**src/rtl/irq_gateway_pkg.sv**
```systemverilog
// Shared definitions for the peripheral interrupt gateway.
// Source IDs map to mcause = 0x80000000 | (IRQ_PERIPH_CAUSE_BASE + id).
package irq_gateway_pkg;

    localparam int IRQ_NUM_PERIPH        = 16;
    localparam int IRQ_ID_W              = 4;
    localparam int IRQ_PERIPH_CAUSE_BASE = 16;
    localparam int DROP_CNT_W            = 8;

    typedef enum logic [1:0] {
        IDLE      = 2'b00,
        SERV      = 2'b01,
        PEND      = 2'b10,
        SERV_PEND = 2'b11
    } src_state_e;

    // Bit 1 is pending, bit 0 is in-service
    function automatic src_state_e src_next(
        input src_state_e cur,
        input logic       set,
        input logic       claim,
        input logic       done
    );
        logic p;
        logic s;
        p = (cur[1] & ~claim) | set;
        s = (cur[0] & ~done) | claim;
        return src_state_e'({p, s});
    endfunction

    function automatic logic [31:0] irq_mcause(input logic [IRQ_ID_W-1:0] id);
        return 32'h8000_0000 | 32'(IRQ_PERIPH_CAUSE_BASE + int'(id));
    endfunction

endpackage

```
**src/rtl/irq_gateway_sync_edge.sv**
```systemverilog
// Per-source synchroniser with rising-edge detect (module irq_sync_edge).
// Level output is the last sync flop; rise compares it against a history flop.
module irq_sync_edge #(
    parameter int SYNC_STAGES = 2
) (
    input  logic clk,
    input  logic rst,
    input  logic irq_in,
    output logic level,
    output logic rise
);

    logic [SYNC_STAGES-1:0] sync_q;
    logic                   prev_q;

    always_ff @(posedge clk) begin
        if (rst) begin
            sync_q <= '0;
            prev_q <= 1'b0;
        end else begin
            sync_q <= {sync_q[SYNC_STAGES-2:0], irq_in};
            prev_q <= sync_q[SYNC_STAGES-1];
        end
    end

    assign level = sync_q[SYNC_STAGES-1];
    assign rise  = level & ~prev_q;

endmodule

```
**src/rtl/irq_gateway.sv**
```systemverilog
// Peripheral IRQ gateway: sync, edge/level capture, claim/complete handshake.
// Optional lost-edge counters with IRQ_GATEWAY_DROP_CNT_EN.
module irq_gateway
    import irq_gateway_pkg::*;
#(
    parameter int NUM_SRC     = IRQ_NUM_PERIPH,
    parameter int SYNC_STAGES = 2,
    parameter int ID_W        = IRQ_ID_W
) (
    input  logic               clk,
    input  logic               rst,
    input  logic [NUM_SRC-1:0] irq_src,
    input  logic [NUM_SRC-1:0] cfg_edge,
    input  logic [NUM_SRC-1:0] cfg_enable,
    input  logic               claim_req,
    output logic               claim_valid,
    output logic               claim_none,
    output logic [ID_W-1:0]    claim_id,
    input  logic               complete_valid,
    input  logic [ID_W-1:0]    complete_id,
`ifdef IRQ_GATEWAY_DROP_CNT_EN
    input  logic [ID_W-1:0]    cnt_sel,
    output logic [7:0]         drop_cnt,
`endif
    output logic [NUM_SRC-1:0] peripheral_ints,
    output logic [NUM_SRC-1:0] in_service
);

    logic [NUM_SRC-1:0] lvl;
    logic [NUM_SRC-1:0] rise;
    logic [NUM_SRC-1:0] pend;
    logic [NUM_SRC-1:0] serv;
    logic [NUM_SRC-1:0] claimable;
    logic [NUM_SRC-1:0] set_vec;
    logic [NUM_SRC-1:0] claim_vec;
    logic [NUM_SRC-1:0] done_vec;
    logic [ID_W-1:0]    sel;
    logic               found;
    src_state_e         st_q [NUM_SRC];
    src_state_e         st_d [NUM_SRC];
    logic [NUM_SRC-1:0] req_q;

    for (genvar g = 0; g < NUM_SRC; g++) begin : g_src
        irq_sync_edge #(
            .SYNC_STAGES (SYNC_STAGES)
        ) u_sync (
            .clk    (clk),
            .rst    (rst),
            .irq_in (irq_src[g]),
            .level  (lvl[g]),
            .rise   (rise[g])
        );
    end

    always_comb begin
        pend = '0;
        serv = '0;
        for (int i = 0; i < NUM_SRC; i++) begin
            pend[i] = st_q[i][1];
            serv[i] = st_q[i][0];
        end
    end

    // Later (higher) indices overwrite, so the highest claimable wins
    always_comb begin
        claimable = pend & cfg_enable & ~serv;
        sel       = '0;
        found     = 1'b0;
        for (int i = 0; i < NUM_SRC; i++) begin
            if (claimable[i]) begin
                sel   = ID_W'(i);
                found = 1'b1;
            end
        end
    end

    always_comb begin
        set_vec   = '0;
        claim_vec = '0;
        done_vec  = '0;
        for (int i = 0; i < NUM_SRC; i++) begin
            st_d[i] = st_q[i];
        end
        for (int i = 0; i < NUM_SRC; i++) begin
            set_vec[i]   = cfg_edge[i] ? rise[i]
                                       : (lvl[i] & ~serv[i] & ~pend[i]);
            claim_vec[i] = claim_req & found & (sel == ID_W'(i));
            done_vec[i]  = complete_valid & (complete_id == ID_W'(i))
                           & serv[i];
            st_d[i]      = src_next(st_q[i], set_vec[i],
                                    claim_vec[i], done_vec[i]);
        end
    end

    always_ff @(posedge clk) begin
        if (rst) begin
            for (int i = 0; i < NUM_SRC; i++) begin
                st_q[i] <= IDLE;
            end
            req_q       <= '0;
            claim_valid <= 1'b0;
            claim_none  <= 1'b0;
            claim_id    <= '0;
        end else begin
            for (int i = 0; i < NUM_SRC; i++) begin
                st_q[i] <= st_d[i];
            end
            req_q       <= pend & cfg_enable & ~serv;
            claim_valid <= claim_req;
            claim_none  <= claim_req & ~found;
            if (claim_req) begin
                claim_id <= found ? sel : '0;
            end
        end
    end

    assign peripheral_ints = req_q;
    assign in_service      = serv;

`ifdef IRQ_GATEWAY_DROP_CNT_EN
    logic [7:0] cnt_q [NUM_SRC];
    logic [7:0] drop_q;

    // A claim clears the count even if an edge lands in the same cycle
    always_ff @(posedge clk) begin
        if (rst) begin
            for (int i = 0; i < NUM_SRC; i++) begin
                cnt_q[i] <= '0;
            end
            drop_q <= '0;
        end else begin
            for (int i = 0; i < NUM_SRC; i++) begin
                if (claim_vec[i]) begin
                    cnt_q[i] <= '0;
                end else if (rise[i] && pend[i] && cnt_q[i] != 8'hFF) begin
                    cnt_q[i] <= cnt_q[i] + 8'd1;
                end
            end
            drop_q <= cnt_q[cnt_sel];
        end
    end

    assign drop_cnt = drop_q;
`endif

endmodule

```
**config.mk**
```make
export PLATFORM = sky130hd
export DESIGN_NAME = irq_gateway
export DESIGN_NICKNAME = d
export VERILOG_FILES = /design/src/rtl/irq_gateway_pkg.sv /design/src/rtl/irq_gateway_sync_edge.sv /design/src/rtl/irq_gateway.sv
export SDC_FILE = /design/constraint.sdc
export NUM_CORES = 1
export LEC_CHECK = 0
export ABC_AREA = 1
export CELL_PAD_IN_SITES_DETAIL_PLACEMENT = 0
export CELL_PAD_IN_SITES_GLOBAL_PLACEMENT = 1
export CORE_MARGIN = 2
export CORE_UTILIZATION = 35
export CTS_CLUSTER_SIZE = 12
export DETAILED_ROUTE_END_ITERATION = 6
export GPL_TIMING_DRIVEN = 1
export HOLD_SLACK_MARGIN = 0.02
export PLACE_DENSITY_LB_ADDON = 0.1
export SKIP_LAST_GASP = 1
export SYNTH_ARGS = -nofsm -noshare
export SYNTH_HDL_FRONTEND = slang
export SYNTH_SLANG_ARGS = --single-unit
export TNS_END_PERCENT = 1
```
**constraint.sdc**
```tcl
create_clock -name clk -period 1.95 [get_ports clk]
set_clock_uncertainty 0.05 [all_clocks]
set_input_delay 0.39 -clock clk [delete_from_list [all_inputs] [get_ports clk]]
set_output_delay 0.39 -clock clk [all_outputs]
set_load 0.005 [all_outputs]
```
==> metrics.md <==
| Metric | Value |
|---|---|
| Status | finished, violations left |
| Violated checks | setup timing |
| Critical Path Max Stage Delay | 0.38 ns |
| Critical Path RT | 2.16 ns |
| Initial Utilization | 0.3629 |
| Clock Root Buffer | clkbuf_8 |
| Chip Width | 107.9 um |
| Reg2Reg Setup Slack | -0.05 ns |
| Sink Count | 102 |
| Antenna cells | 0 |
| Distinct cells, synth | 26 |
| Sequential cell area | 2056 um2 |
| Vias | 3519 |
| HP Class | in -> reg |
| Pin count of the biggest net entering global routing | 42 |
| Slowest stage cell, crit path | dfxtp_4 |
| Vias in the first global route | 3367 |
| Minimum clock period after layout | 2.001 ns |
| Port Buffers | 93 |
| Setup crit start kind | flop |
| Die Height | 107.9 um |
| Final WL | 9.949 mm |
| Met2 usage | 0.2978 |
| Leak | 2.641 nW |
| Final Hold Fails | 0 |
| Most common cell after layout, fill and taps aside | dfxtp_1 |
| Routed len/inst | 12.34 um |
| Ys Warns | 0 |
| Final nets | 721 |
| Clock buffer depth | 2 |
| Mapped Cells | 488 |
| Max Freq | 0.4997 GHz |
| Clk_lat worst skew | 0.36 ns |
| Worst-path clk slew | 0.10 ns |
| Setup violators final | 13 |
| GRT busiest layer | met2 |
| Max-Slew Margin vs Limit | 0.7492 |
| Slew Viols, Final | 0 |
| CTS HTree Levels | 3 |
| Worst-Margin Slew | 0.3734 ns |
| Row count | 37 |
| First-pass GRT wire length | 16.08 mm |
| Crit path max fanout | 4 |
| Syn_nets | 544 |
| Total track usage | 0.1775 |
| GRT overflow | 0 |
| Area growth, synth to finish | 55.68% |
| Fillers | 989 |
| Primary FF master, synth | dfxtp_1 |
| Routability cong. | 0.8569 |
| Area of the multi-input gates | 1553 um2 |
| Layout cell share with drive strength beyond 1 | 0.2537 |
| Core Region | 10420 um2 |
| Final cell utilization of the core | 0.5649 |
| Worst-path cell chain | nand2_4, nor2_4, buf_4, buf_4, buf_4, buf_4, inv_2, nand2_1, nand2_1, nand2_1, nand2_2, nand2_4, nand2_4, buf_6, nand3_2, nand3_2, nand2_1 |
| Antenna violations before repair | 0 |
| Worst vdd ir | 0.3787 mV |
| Final Worst Setup Slack | -0.05128 ns |
| CP Class | reg -> reg |
| CTS tree | done |
| Total I/O pin count | 94 |
| PD cells | 731.7 nW/um2 |
| Sequential fraction of the synthesis area | 0.5402 |
| DP Worst Slack | -0.5529 ns |
| Die ar. | 11650 um2 |
| Global-route track usage on met3 | 0.03148 |
| Met1 usage | 0.2308 |
| Drc violations | 0 |
| Unrepaired setup endpoints after global routing | yes |
| DRT iter0 DRCs | 120 |
| Post-synth EDFFs | 0 |
| Final Cycle Share | 1.026 |
| Syn Area/Cell | 7.746 um2 |
| Cts bufs inserted | 9 |
| Worst setup EP type | flop |
| Via/cell ratio | 4.366 |
| Most frequent cells in the layout | 93 x dfxtp_1, 87 x nor2_1, 85 x inv_1, 80 x buf_4, 78 x clkdlybuf4s50_1 |
| Mapped Area | 3780 um2 |
| Post-DRT Antenna Nets | 0 |
| Async S/R FF share, synth | 0 |
| MaxCap Viol Count | 0 |
| Detailed Place HPWL | 7.506 mm |
| Drt pass-1 iters | 4 |
| Synth Register Bits | 102 |
| Arrival time worst endpoint | 2.21 ns |
[flip-flops by register name (all words and copies together) (netlist names)]
register / flops
st_q: 32
claim_valid: 1
peripheral_ints: 16
g_src.u_sync.prev_q: 16
claim_none: 1
g_src.u_sync.sync_q: 32
claim_id: 4
[cells by family (layout without fill, tap and decap cells)]
kind of cell | Yosys count | after routing | synth area share
AOI/OAI and AO/OA | 62 | 62 | 0.08639
buffers and inverters | 103 | 285 | 0.1023
DFF | 102 | 102 | 0.5402
and+or+nand+nor | 221 | 221 | 0.2711
[critical path: cells and delay by family (launching register included)]
family	cells	cell delay, ns
and+or+nand+nor	11	0.81
DFF	1	0.38
buffers and inverters	6	0.63
[final timing paths]
kind                            cells past startpoint                                 start                                    to
worst max-delay path                               17                 st_q[1][1]$_SDFF_PP0_                st_q[0][11]$_SDFF_PP0_
worst min-delay path                                2                                   rst                 st_q[0][8]$_SDFF_PP0_
worst max register to register                     17                 st_q[1][1]$_SDFF_PP0_                st_q[0][11]$_SDFF_PP0_
worst min register to register                      2  g_src[2].u_sync.sync_q[0]$_SDFF_PP0_  g_src[2].u_sync.sync_q[1]$_SDFF_PP0_
[metrics by stage]
| stage | setup TNS [ns] | hold WS (ns) | instances | instance area (um2) | power, mW |
|---|---|---|---|---|---|
| after detailed placement | -14.42 | 0.3424 | 765 | 5286 | 2.926 |
| final | -0.3088 | 0.2671 | 806 | 5884 | 4.305 |
| after global routing | -2.861 | 0.2629 | 806 | 5884 | 4.509 |
| after CTS | -0.07307 | 0.2502 | 802 | 5703 | 4.277 |
| after global placement | -15.35 | 0.3399 | 765 | 5286 | 2.916 |
| after floorplan | 0 | 0.3383 | 488 | 3780 | 2.532 |
[repair_timing]
action                                  in CTS  in global routing
pin swaps                                   24                 33
gates resized for setup                     37                 41
buffers inserted                            21                  4
hold buffers                                 0                  0
endpoints found under the setup margin      27                 32
[synth_stat cells (all sizes together) (2+ instances only)]
master / n / share of area
dfxtp: 102 / 0.54
nor2: 101 / 0.11
inv: 93 / 0.092
nand2: 64 / 0.071
nand3: 32 / 0.052
o21ai: 32 / 0.042
a21oi: 25 / 0.034
nor3: 12 / 0.017
nand4: 8 / 0.013
clkbuf: 6 / 0.0060
buf: 4 / 0.0040
a22oi: 2 / 0.0040
nand3b: 2 / 0.0040
o21bai: 2 / 0.0040
[metal layers]
metal,up-vias,wire length (um)
met5,-,0
met4,0,143
met3,13,536
met2,86,4830
met1,1561,4439
li1,1859,-
[where the power goes]
part / switching, mW / leakage [nW] / internal, mW / total [mW]
clock network: 0.758 / 0.0914 / 0.520 / 1.28
logic: 0.394 / 1.71 / 0.424 / 0.818
registers: 0.0396 / 0.838 / 2.17 / 2.21
total: 1.19 / 2.64 / 3.11 / 4.31
[cell type report]
| cell class | instances | share of cell area |
|---|---|---|
| flip-flops and latches | 102 | 0.3494 |
| repair buffers | 176 | 0.2662 |
| multi-input cells | 283 | 0.2639 |
| inverters | 93 | 0.05932 |
| well taps | 136 | 0.02892 |
| clock buffers | 10 | 0.02339 |
| clock inverters | 6 | 0.008930 |
Power figures use the tool's default switching activity.
